### src/rtl/cfg_loader_pkg.sv
// Shared types and helpers for the ioctl configuration loader.
// Session states, well-known ioctl indices and bank packing.
package cfg_loader_pkg;

  typedef enum logic [1:0] {
    IDLE  = 2'd0,
    DIP   = 2'd1,
    HDR   = 2'd2,
    OTHER = 2'd3
  } state_e;

  localparam logic [7:0] IDX_ROM = 8'd0;
  localparam logic [7:0] IDX_DIP = 8'd254;

  // Largest supported bank count; packing always works at this width.
  localparam int MAX_BANKS = 16;

  function automatic logic [MAX_BANKS*8-1:0] pack_banks(input logic [7:0] banks [MAX_BANKS]);
    logic [MAX_BANKS*8-1:0] flat;
    flat = '0;
    for (int k = 0; k < MAX_BANKS; k++) begin
      flat[8*k +: 8] = banks[k];
    end
    return flat;
  endfunction

endpackage

### src/rtl/ioctl_session_tracker.sv
// Follows ioctl download sessions: edge detection, session index latch,
// write qualification, byte counting and the end-of-session pulse.
module ioctl_session_tracker
  import cfg_loader_pkg::*;
#(
  parameter logic [7:0] DIP_INDEX = IDX_DIP,
  parameter logic [7:0] HDR_INDEX = 8'd1,
  parameter int         ADDR_W    = 25
) (
  input  logic            clk_49m,
  input  logic            reset,
  input  logic            ioctl_download,
  input  logic [7:0]      ioctl_index,
  input  logic            ioctl_wr,
  output state_e          state_o,
  output logic            start_o,
  output logic            accept_o,
  output logic            dl_done,
  output logic [7:0]      dl_index,
  output logic [ADDR_W:0] dl_bytes
);

  state_e            state_q, state_d;
  logic              prev_q;
  logic [7:0]        sess_idx_q, sess_idx_d;
  logic [7:0]        dl_index_q, dl_index_d;
  logic              done_q, done_d;
  logic [ADDR_W:0]   bytes_q, bytes_d;
  logic              start, fall, accept;

  assign start = ioctl_download & ~prev_q;
  assign fall  = ~ioctl_download & prev_q & (state_q != IDLE);

  always_comb begin
    state_d    = state_q;
    sess_idx_d = sess_idx_q;
    dl_index_d = dl_index_q;
    done_d     = 1'b0;
    bytes_d    = bytes_q;
    if (start) begin
      sess_idx_d = ioctl_index;
      bytes_d    = '0;
      if (ioctl_index == DIP_INDEX)      state_d = DIP;
      else if (ioctl_index == HDR_INDEX) state_d = HDR;
      else                               state_d = OTHER;
    end else if (fall) begin
      state_d    = IDLE;
      done_d     = 1'b1;
      dl_index_d = sess_idx_q;
    end
    // state_d/sess_idx_d already reflect a session starting this cycle,
    // so a write in the start cycle is judged against the new session.
    accept = ioctl_wr & ioctl_download & (state_d != IDLE) & (ioctl_index == sess_idx_d);
    if (accept && (bytes_d != '1)) bytes_d = bytes_d + 1'b1;
  end

  always_ff @(posedge clk_49m or negedge reset) begin
    if (!reset) begin
      state_q    <= IDLE;
      prev_q     <= 1'b1;
      sess_idx_q <= '0;
      dl_index_q <= '0;
      done_q     <= 1'b0;
      bytes_q    <= '0;
    end else begin
      state_q    <= state_d;
      prev_q     <= ioctl_download;
      sess_idx_q <= sess_idx_d;
      dl_index_q <= dl_index_d;
      done_q     <= done_d;
      bytes_q    <= bytes_d;
    end
  end

  assign state_o  = start ? state_d : state_q;
  assign start_o  = start;
  assign accept_o = accept;
  assign dl_done  = done_q;
  assign dl_index = dl_index_q;
  assign dl_bytes = bytes_q;

endmodule

### src/rtl/ioctl_cfg_loader.sv
// Captures DIP banks and ROM header bytes from HPS ioctl downloads and
// reports session completion, byte count and DIP overflow to the core.
module ioctl_cfg_loader
  import cfg_loader_pkg::*;
#(
  parameter int                     NUM_BANKS   = 8,
  parameter int                     HDR_BYTES   = 1,
  parameter logic [7:0]             DIP_INDEX   = IDX_DIP,
  parameter logic [7:0]             HDR_INDEX   = 8'd1,
  parameter int                     ADDR_W      = 25,
  parameter logic [NUM_BANKS*8-1:0] DIP_DEFAULT = '0,
  parameter bit                     INVERT      = 1'b1
) (
  input  logic                   clk_49m,
  input  logic                   reset,
  input  logic                   ioctl_download,
  input  logic [7:0]             ioctl_index,
  input  logic                   ioctl_wr,
  input  logic [ADDR_W-1:0]      ioctl_addr,
  input  logic [7:0]             ioctl_dout,
  output logic [NUM_BANKS*8-1:0] dip_sw,
  output logic [HDR_BYTES*8-1:0] hdr,
  output logic                   dip_valid,
  output logic                   hdr_valid,
  output logic                   dl_done,
  output logic [7:0]             dl_index,
  output logic [ADDR_W:0]        dl_bytes,
  output logic                   dip_overflow
);

  state_e st;
  logic   start, accept;

  ioctl_session_tracker #(
    .DIP_INDEX (DIP_INDEX),
    .HDR_INDEX (HDR_INDEX),
    .ADDR_W    (ADDR_W)
  ) u_tracker (
    .clk_49m        (clk_49m),
    .reset          (reset),
    .ioctl_download (ioctl_download),
    .ioctl_index    (ioctl_index),
    .ioctl_wr       (ioctl_wr),
    .state_o        (st),
    .start_o        (start),
    .accept_o       (accept),
    .dl_done        (dl_done),
    .dl_index       (dl_index),
    .dl_bytes       (dl_bytes)
  );

  logic [7:0]           bank_q [NUM_BANKS];
  logic [7:0]           bank_d [NUM_BANKS];
  logic [HDR_BYTES*8-1:0] hdr_q, hdr_d;
  logic [HDR_BYTES-1:0] mask_q, mask_d;
  logic                 dip_valid_q, dip_valid_d;
  logic                 hdr_valid_q, hdr_valid_d;
  logic                 ovf_q, ovf_d;

  always_comb begin
    bank_d      = bank_q;
    hdr_d       = hdr_q;
    mask_d      = mask_q;
    dip_valid_d = dip_valid_q;
    ovf_d       = ovf_q;
    // Header validity follows a complete mask by one cycle.
    hdr_valid_d = hdr_valid_q | (&mask_q);
    if (start && st == DIP) ovf_d = 1'b0;
    if (start && st == HDR) begin
      hdr_valid_d = 1'b0;
      mask_d      = '0;
    end
    if (accept && st == DIP) begin
      if (ioctl_addr < ADDR_W'(NUM_BANKS)) begin
        dip_valid_d = 1'b1;
        for (int k = 0; k < NUM_BANKS; k++) begin
          if (ioctl_addr == ADDR_W'(k)) bank_d[k] = ioctl_dout;
        end
      end else begin
        ovf_d = 1'b1;
      end
    end
    if (accept && st == HDR) begin
      for (int k = 0; k < HDR_BYTES; k++) begin
        if (ioctl_addr == ADDR_W'(k)) begin
          hdr_d[8*k +: 8] = ioctl_dout;
          mask_d[k]       = 1'b1;
        end
      end
    end
  end

  always_ff @(posedge clk_49m or negedge reset) begin
    if (!reset) begin
      for (int k = 0; k < NUM_BANKS; k++) bank_q[k] <= DIP_DEFAULT[8*k +: 8];
      hdr_q       <= '0;
      mask_q      <= '0;
      dip_valid_q <= 1'b0;
      hdr_valid_q <= 1'b0;
      ovf_q       <= 1'b0;
    end else begin
      bank_q      <= bank_d;
      hdr_q       <= hdr_d;
      mask_q      <= mask_d;
      dip_valid_q <= dip_valid_d;
      hdr_valid_q <= hdr_valid_d;
      ovf_q       <= ovf_d;
    end
  end

  logic [7:0]             scratch [MAX_BANKS];
  logic [MAX_BANKS*8-1:0] flat;
  logic [NUM_BANKS*8-1:0] storage;

  always_comb begin
    scratch = '{default: 8'h00};
    for (int k = 0; k < NUM_BANKS; k++) scratch[k] = bank_q[k];
  end

  assign flat    = pack_banks(scratch);
  assign storage = flat[NUM_BANKS*8-1:0];

  if (NUM_BANKS < MAX_BANKS) begin : g_pad
    logic unused_pad;
    assign unused_pad = ^flat[MAX_BANKS*8-1:NUM_BANKS*8];
  end

  assign dip_sw       = INVERT ? ~storage : storage;
  assign hdr          = hdr_q;
  assign dip_valid    = dip_valid_q;
  assign hdr_valid    = hdr_valid_q;
  assign dip_overflow = ovf_q;

endmodule

### config.mk
export PLATFORM = sky130hd
export DESIGN_NAME = ioctl_cfg_loader
export DESIGN_NICKNAME = d
export VERILOG_FILES = /design/src/rtl/cfg_loader_pkg.sv /design/src/rtl/ioctl_session_tracker.sv /design/src/rtl/ioctl_cfg_loader.sv
export SDC_FILE = /design/constraint.sdc
export NUM_CORES = 1
export LEC_CHECK = 0
export BUFFER_PORTS_ARGS = -buffer_cell sky130_fd_sc_hd__buf_2
export CAP_MARGIN = 25
export CORE_AREA = 4 4 109 111
export DETAILED_ROUTE_END_ITERATION = 6
export DIE_AREA = 0 0 113 115
export PLACE_DENSITY = 0.88
export SLEW_MARGIN = 20
export SYNTH_ARGS = -nofsm -noshare
export SYNTH_HDL_FRONTEND = slang
export SYNTH_SLANG_ARGS = --single-unit
### constraint.sdc
create_clock -name clk_49m -period 4 [get_ports clk_49m]
set_input_delay 0.4 -clock clk_49m [delete_from_list [all_inputs] [get_ports clk_49m]]
set_output_delay 0.4 -clock clk_49m [all_outputs]
set_load 0.02 [all_outputs]
Word level (Yosys, flattened, before mapping):

Index checks and enable logic that the tools add are counted.

* add/sub/neg operators: 1
* $lt $le $gt $ge: 1
* equality and inequality tests: 13
* muxes and demuxes: 17
* bitwise logic cells: 11
* reduce and logical (&&, ||, !) cells: 19

Operators by type and width (number)
* equality test 25 x 3 -> 1 bit, second input constant: 4
* inverter 64 bit: 1
* 2-to-1 mux 26 bit: 2
* equality test 25 x 2 -> 1 bit, second input constant: 2
* adder 26 x 1 -> 26 bit, second input constant: 1
* inequality test 26 bit, second input constant: 1
* equality test 25 x 1 -> 1 bit, second input constant: 1
* zero test 25 bit: 1
* less-than comparator 25 x 4 -> 1 bit, second input constant: 1
* AND reduction 3 bit: 8
* 2-to-1 mux 1 bit: 10
* equality test 8 x 1 -> 1 bit, second input constant: 1
* equality test 8 bit: 1
* equality test 8 bit, second input constant: 1
* 2-to-1 mux 2 bit: 4
* 2-to-1 mux 8 bit: 1
* bitwise AND 1 bit: 6
* AND reduction 2 bit: 3
* logical AND 1 bit: 5
* nonzero test 2 bit: 2
* inverter 1 bit: 3
* equality test 2 x 1 -> 1 bit, second input constant: 1
* equality test 2 bit, second input constant: 1
* OR 1 bit: 1

* bits in registers: 122
* input bits: 45
* output and inout port bits: 110

Longest topological paths before layout:

* depth after elaboration: 11
* depth in mapped cells: 12
* gate-level depth less buffers: 8

Cells and area by module:

From an unflattened synthesis, not the netlist that was laid out.

* cells, all modules: 510
* area total of the unflattened synthesis: 5815.6 um2

Modules (own cells, without submodules)
* ioctl_cfg_loader: times used 1, cells an instance 255, area an instance 3353.2 um2, seq. area each 1901.8 um2
* ioctl_session_tracker: times used 1, cells an instance 255, area an instance 2462.4 um2, seq. area each 1152.4 um2

Worst setup path before layout:

OpenSTA, ideal clock, no wires.

* kind: register -> register
* start: reg u_tracker.prev_q
* end: reg u_tracker.bytes_q[7] (netlist: u_tracker.dl_bytes[7])
* setup time: 127 ps
* arrival time: 2716 ps
* required time: 3873 ps
* path slack: 1156 ps
* cell stages (with the launch flop): 13
* buffers on the path: 4
* clock period less this slack: 2844 ps
* path through: dfstp_2 > nand2b_1 > buf_2 > and2_1 > ha_1 > nand3_1 > or4_1 > clkbuf_1 > nor2_1 > clkbuf_2 > buf_2 > nor3_1 > xnor2_1

* cells in the longest elaborated chain, start to end: 9

RTL lines
* start: declaration: line ioctl_session_tracker.sv:24 `logic prev_q;`
* start signal: assignment: line ioctl_session_tracker.sv:67 `prev_q <= ioctl_download;`
* parallel branches: the longest is 8 deep, another holds adder 26 x 1 -> 26 bit
* 2-to-1 mux 26 bit (*): line ioctl_session_tracker.sv:54 `if (accept && (bytes_d != '1)) bytes_d = bytes_d + 1'b1;`
* named net u_tracker.bytes_d[7]: line ioctl_session_tracker.sv:28 `logic [ADDR_W:0] bytes_q, bytes_d;`
* end signal: assignment: line ioctl_session_tracker.sv:71 `bytes_q <= bytes_d;`
* end: declaration: line ioctl_session_tracker.sv:28

Mark *: on every way through the listed nets, which the timed path passes.
A chain may end at the register's enable or synchronous reset.

Final worst setup path:

* start: reg u_tracker.prev_q
* end: reg u_tracker.bytes_q[10] (netlist: u_tracker.dl_bytes[10])

Same word-level chain as after synthesis.

==> metrics.csv <==
metric,value,unit
arrival time worst endpoint,3890,ps
layout cells sized above 1,0.416,
worst skew pair latency,520,ps
switching share of power,0.248,
ys flop type,dfrtp_1,
Yosys top cell by area,dfrtp_1,
power per cell area,430,nW/µm²
Max rail drop VDD,215,µV
clk buf depth,2,
WL/cell,17.6,µm
fin util,0.664,
Max-cap violations,0,
worst setup path startpoint,u_tracker.prev_q,
Tmin final,3460,ps
HP Start,ioctl_download,
CTS tree,yes,
Setup Viol. Count Final,0,
total CTS buffers,17,
post-synthesis async set-or-reset flop share,1.00,
HPWL after detailed placement,10200,µm
H-tree depth,4,
nets,711,
Psw,762,µW
pre-CTS WS,679,ps
Post-DRT Antenna Nets,0,
WP data required,4430,ps
# rows,38,
worst-margin pin slew,763,ps
CP startpoint kind,flip-flop,
"Max FO, Critical Path",12,
register area share after synthesis,0.544,
drt via density,5.43,
antenna violations before repair,0,
post-synthesis register bit count,122,
Netlist Area Pre-Place,5620,µm²
Worst Setup EP,u_tracker.dl_bytes[10],
Mean Syn Cell Area,11.2,µm²
I/O Buffers,154,
Final Hold Fails,0,
Combinational Power Share,0.072,
FF-to-FF setup slack,540,ps
total grt overflow,0,
initial DRC count,254,
relative slew slack,0.492,
final worst slack,539,ps
die width,113,µm
first-pass GRT wire length,23100,µm
"EDFF count, synth",0,
GR Util All Layers,0.225,
RSZ-0062 raised after global routing,no,
critical setup path kind,flip-flop to flip-flop,
synth warn,0,
I/O Pins,155,
post-synth cell types,46,
clock net sink count,122,
R2R depth,9,
sequential share of power,0.424,
CTS resizes,0,
Die Area,13000,µm²
Worst Skew,7.19,ps
P_int,2320,µW
GPL Wtd Cong,0.879,
Worst-path clk slew,60,ps
Antenna diodes,0,
fmax,0.289,GHz
detailed-router iteration count before antenna repair,4,
starting density of the core,0.520,
Clk pwr share,0.504,
largest net degree at the start of global routing,59,
net count of the mapped netlist,547,
Pwr Total,3080,µW
worst hold slack,23.2,ps
DRC violations left,0,
Worst Hold Class,input port to flip-flop,
vias in the first global route,4702,
final worst path period share,0.865,
largest cells by area after synthesis,"dfrtp_1 54%, mux2_2 16%, inv_1 4.5%",
share of the synthesized area in the top cell type,0.539,
leak pwr,0.00349,µW
Setup TNS Final,0,ps
outcome,"finished, final reports clean",
synthesis-to-layout area growth,27.5,%
Placeable Area,10800,µm²
drt total wl,14400,µm
Layout fillers,795,
Max Slew Vio Count,0,
via count,4445,
R2R Path Start,u_tracker.prev_q,
RR Endpoint,u_tracker.dl_bytes[10],
die height,115,µm
Crit. End Element,flip-flop,
Clock Root Buffer,clkbuf_8,
Mapped Cells,501,
==> power by group through the flow <==
stage | logic (µW) | registers [µW] | clock network, µW
2_1_floorplan | 78.3 | 1350 | 0
3_3_place_gp | 216 | 1320 | 0
3_5_place_dp | 223 | 1330 | 0
4_1_cts | 225 | 1300 | 1570
5_1_grt | 245 | 1310 | 1630
6_report | 222 | 1300 | 1550
==> sequential cells by signal (all words and copies together) (netlist names), 2 cells and up <==
name	count
u_tracker.state_q	2
bank_q	64
u_tracker.dl_index	8
u_tracker.sess_idx_q	8
hdr	8
u_tracker.dl_bytes	26
==> Yosys cell counts (5+ instances only) <==
cell type / instances
and4_1: 5
a21oi_1: 15
clkbuf_1: 8
nand3_1: 13
xnor2_1: 6
inv_1: 68
nand2b_1: 8
xor2_1: 9
o211ai_1: 5
and3_1: 6
nor3_1: 9
nand2_1: 46
o31ai_1: 9
nand4_1: 7
nor4_1: 12
or4_1: 11
mux2_2: 81
dfrtp_1: 121
nor2_1: 12
buf_2: 5
==> how the worst min path moves through the flow <==
stage                                  end  slack [ps]  cells after the start
after global placement              mask_q         460                      2
after detailed placement            mask_q         470                      2
after CTS                 u_tracker.prev_q           3                      1
after floorplan                  bank_q[0]         100                      0
after global routing      u_tracker.prev_q           3                      1
final                     u_tracker.prev_q          20                      1
==> per-layer routing <==
layer  part of all wire  up-vias  routed length (µm)  GRT usage
li1                   -     2067                   -          -
met1               0.41     2193                5890      0.269
met2               0.52      156                7400      0.397
met3              0.052       29                 742     0.0484
met4              0.023        0                 334     0.0929
met5                  0        -                   0          0
==> area by class of cell <==
class | count | area (µm²) | share of cell area
clock buffers | 17 | 414 | 0.0578
clock inverters | 15 | 190 | 0.0266
inverters | 68 | 255 | 0.0356
multi-input cells | 294 | 2240 | 0.312
flip-flops and latches | 122 | 3050 | 0.426
well taps | 140 | 175 | 0.0245
repair buffers | 162 | 836 | 0.117
==> placed cells by master (no fill, tap or decap), types with 7 or more instances in the layout <==
master     instances
buf_2            153
dfrtp_1          121
mux2_2            81
inv_1             68
nand2_1           46
clkbuf_16         16
a21oi_1           15
nand3_1           13
nor2_1            12
nor4_1            12
or4_1             11
nor3_1             9
xor2_1             9
o31ai_1            9
nand2b_1           8
buf_4              8
nand4_1            7
==> what timing repair did <==
action | CTS | global route
setup buffers | 0 | 0
hold endpoints to repair | 56 | 0
hold buffers | 1 | 0
==> cell families after synthesis <==
logic type,Yosys count,share of synthesized area
and+or+nand+nor,152,0.156
DFF,122,0.544
buffers and inverters,85,0.0581
muxes,84,0.168
AOI/OAI and AO/OA,42,0.0488
xor gates and xnor gates,15,0.0234
adders and majority gates,1,0.00223
==> through the flow <==
stage,cell area (µm²),instances
floorplan,5620,501
global placement,6550,785
detailed placement,6550,785
CTS,7160,818
global route,7160,818
finish,7160,818
==> worst max-delay path: stages (launching register included) <==
cell	delay [ps]
dfstp_2	560
nand2b_1	390
and2_1	260
ha_1	260
nand3_1	120
or4_1	640
nor2_1	550
buf_4	290
nor4_1	80
mux2i_1	220
Note: power is estimated with default switching activity, not from simulation.
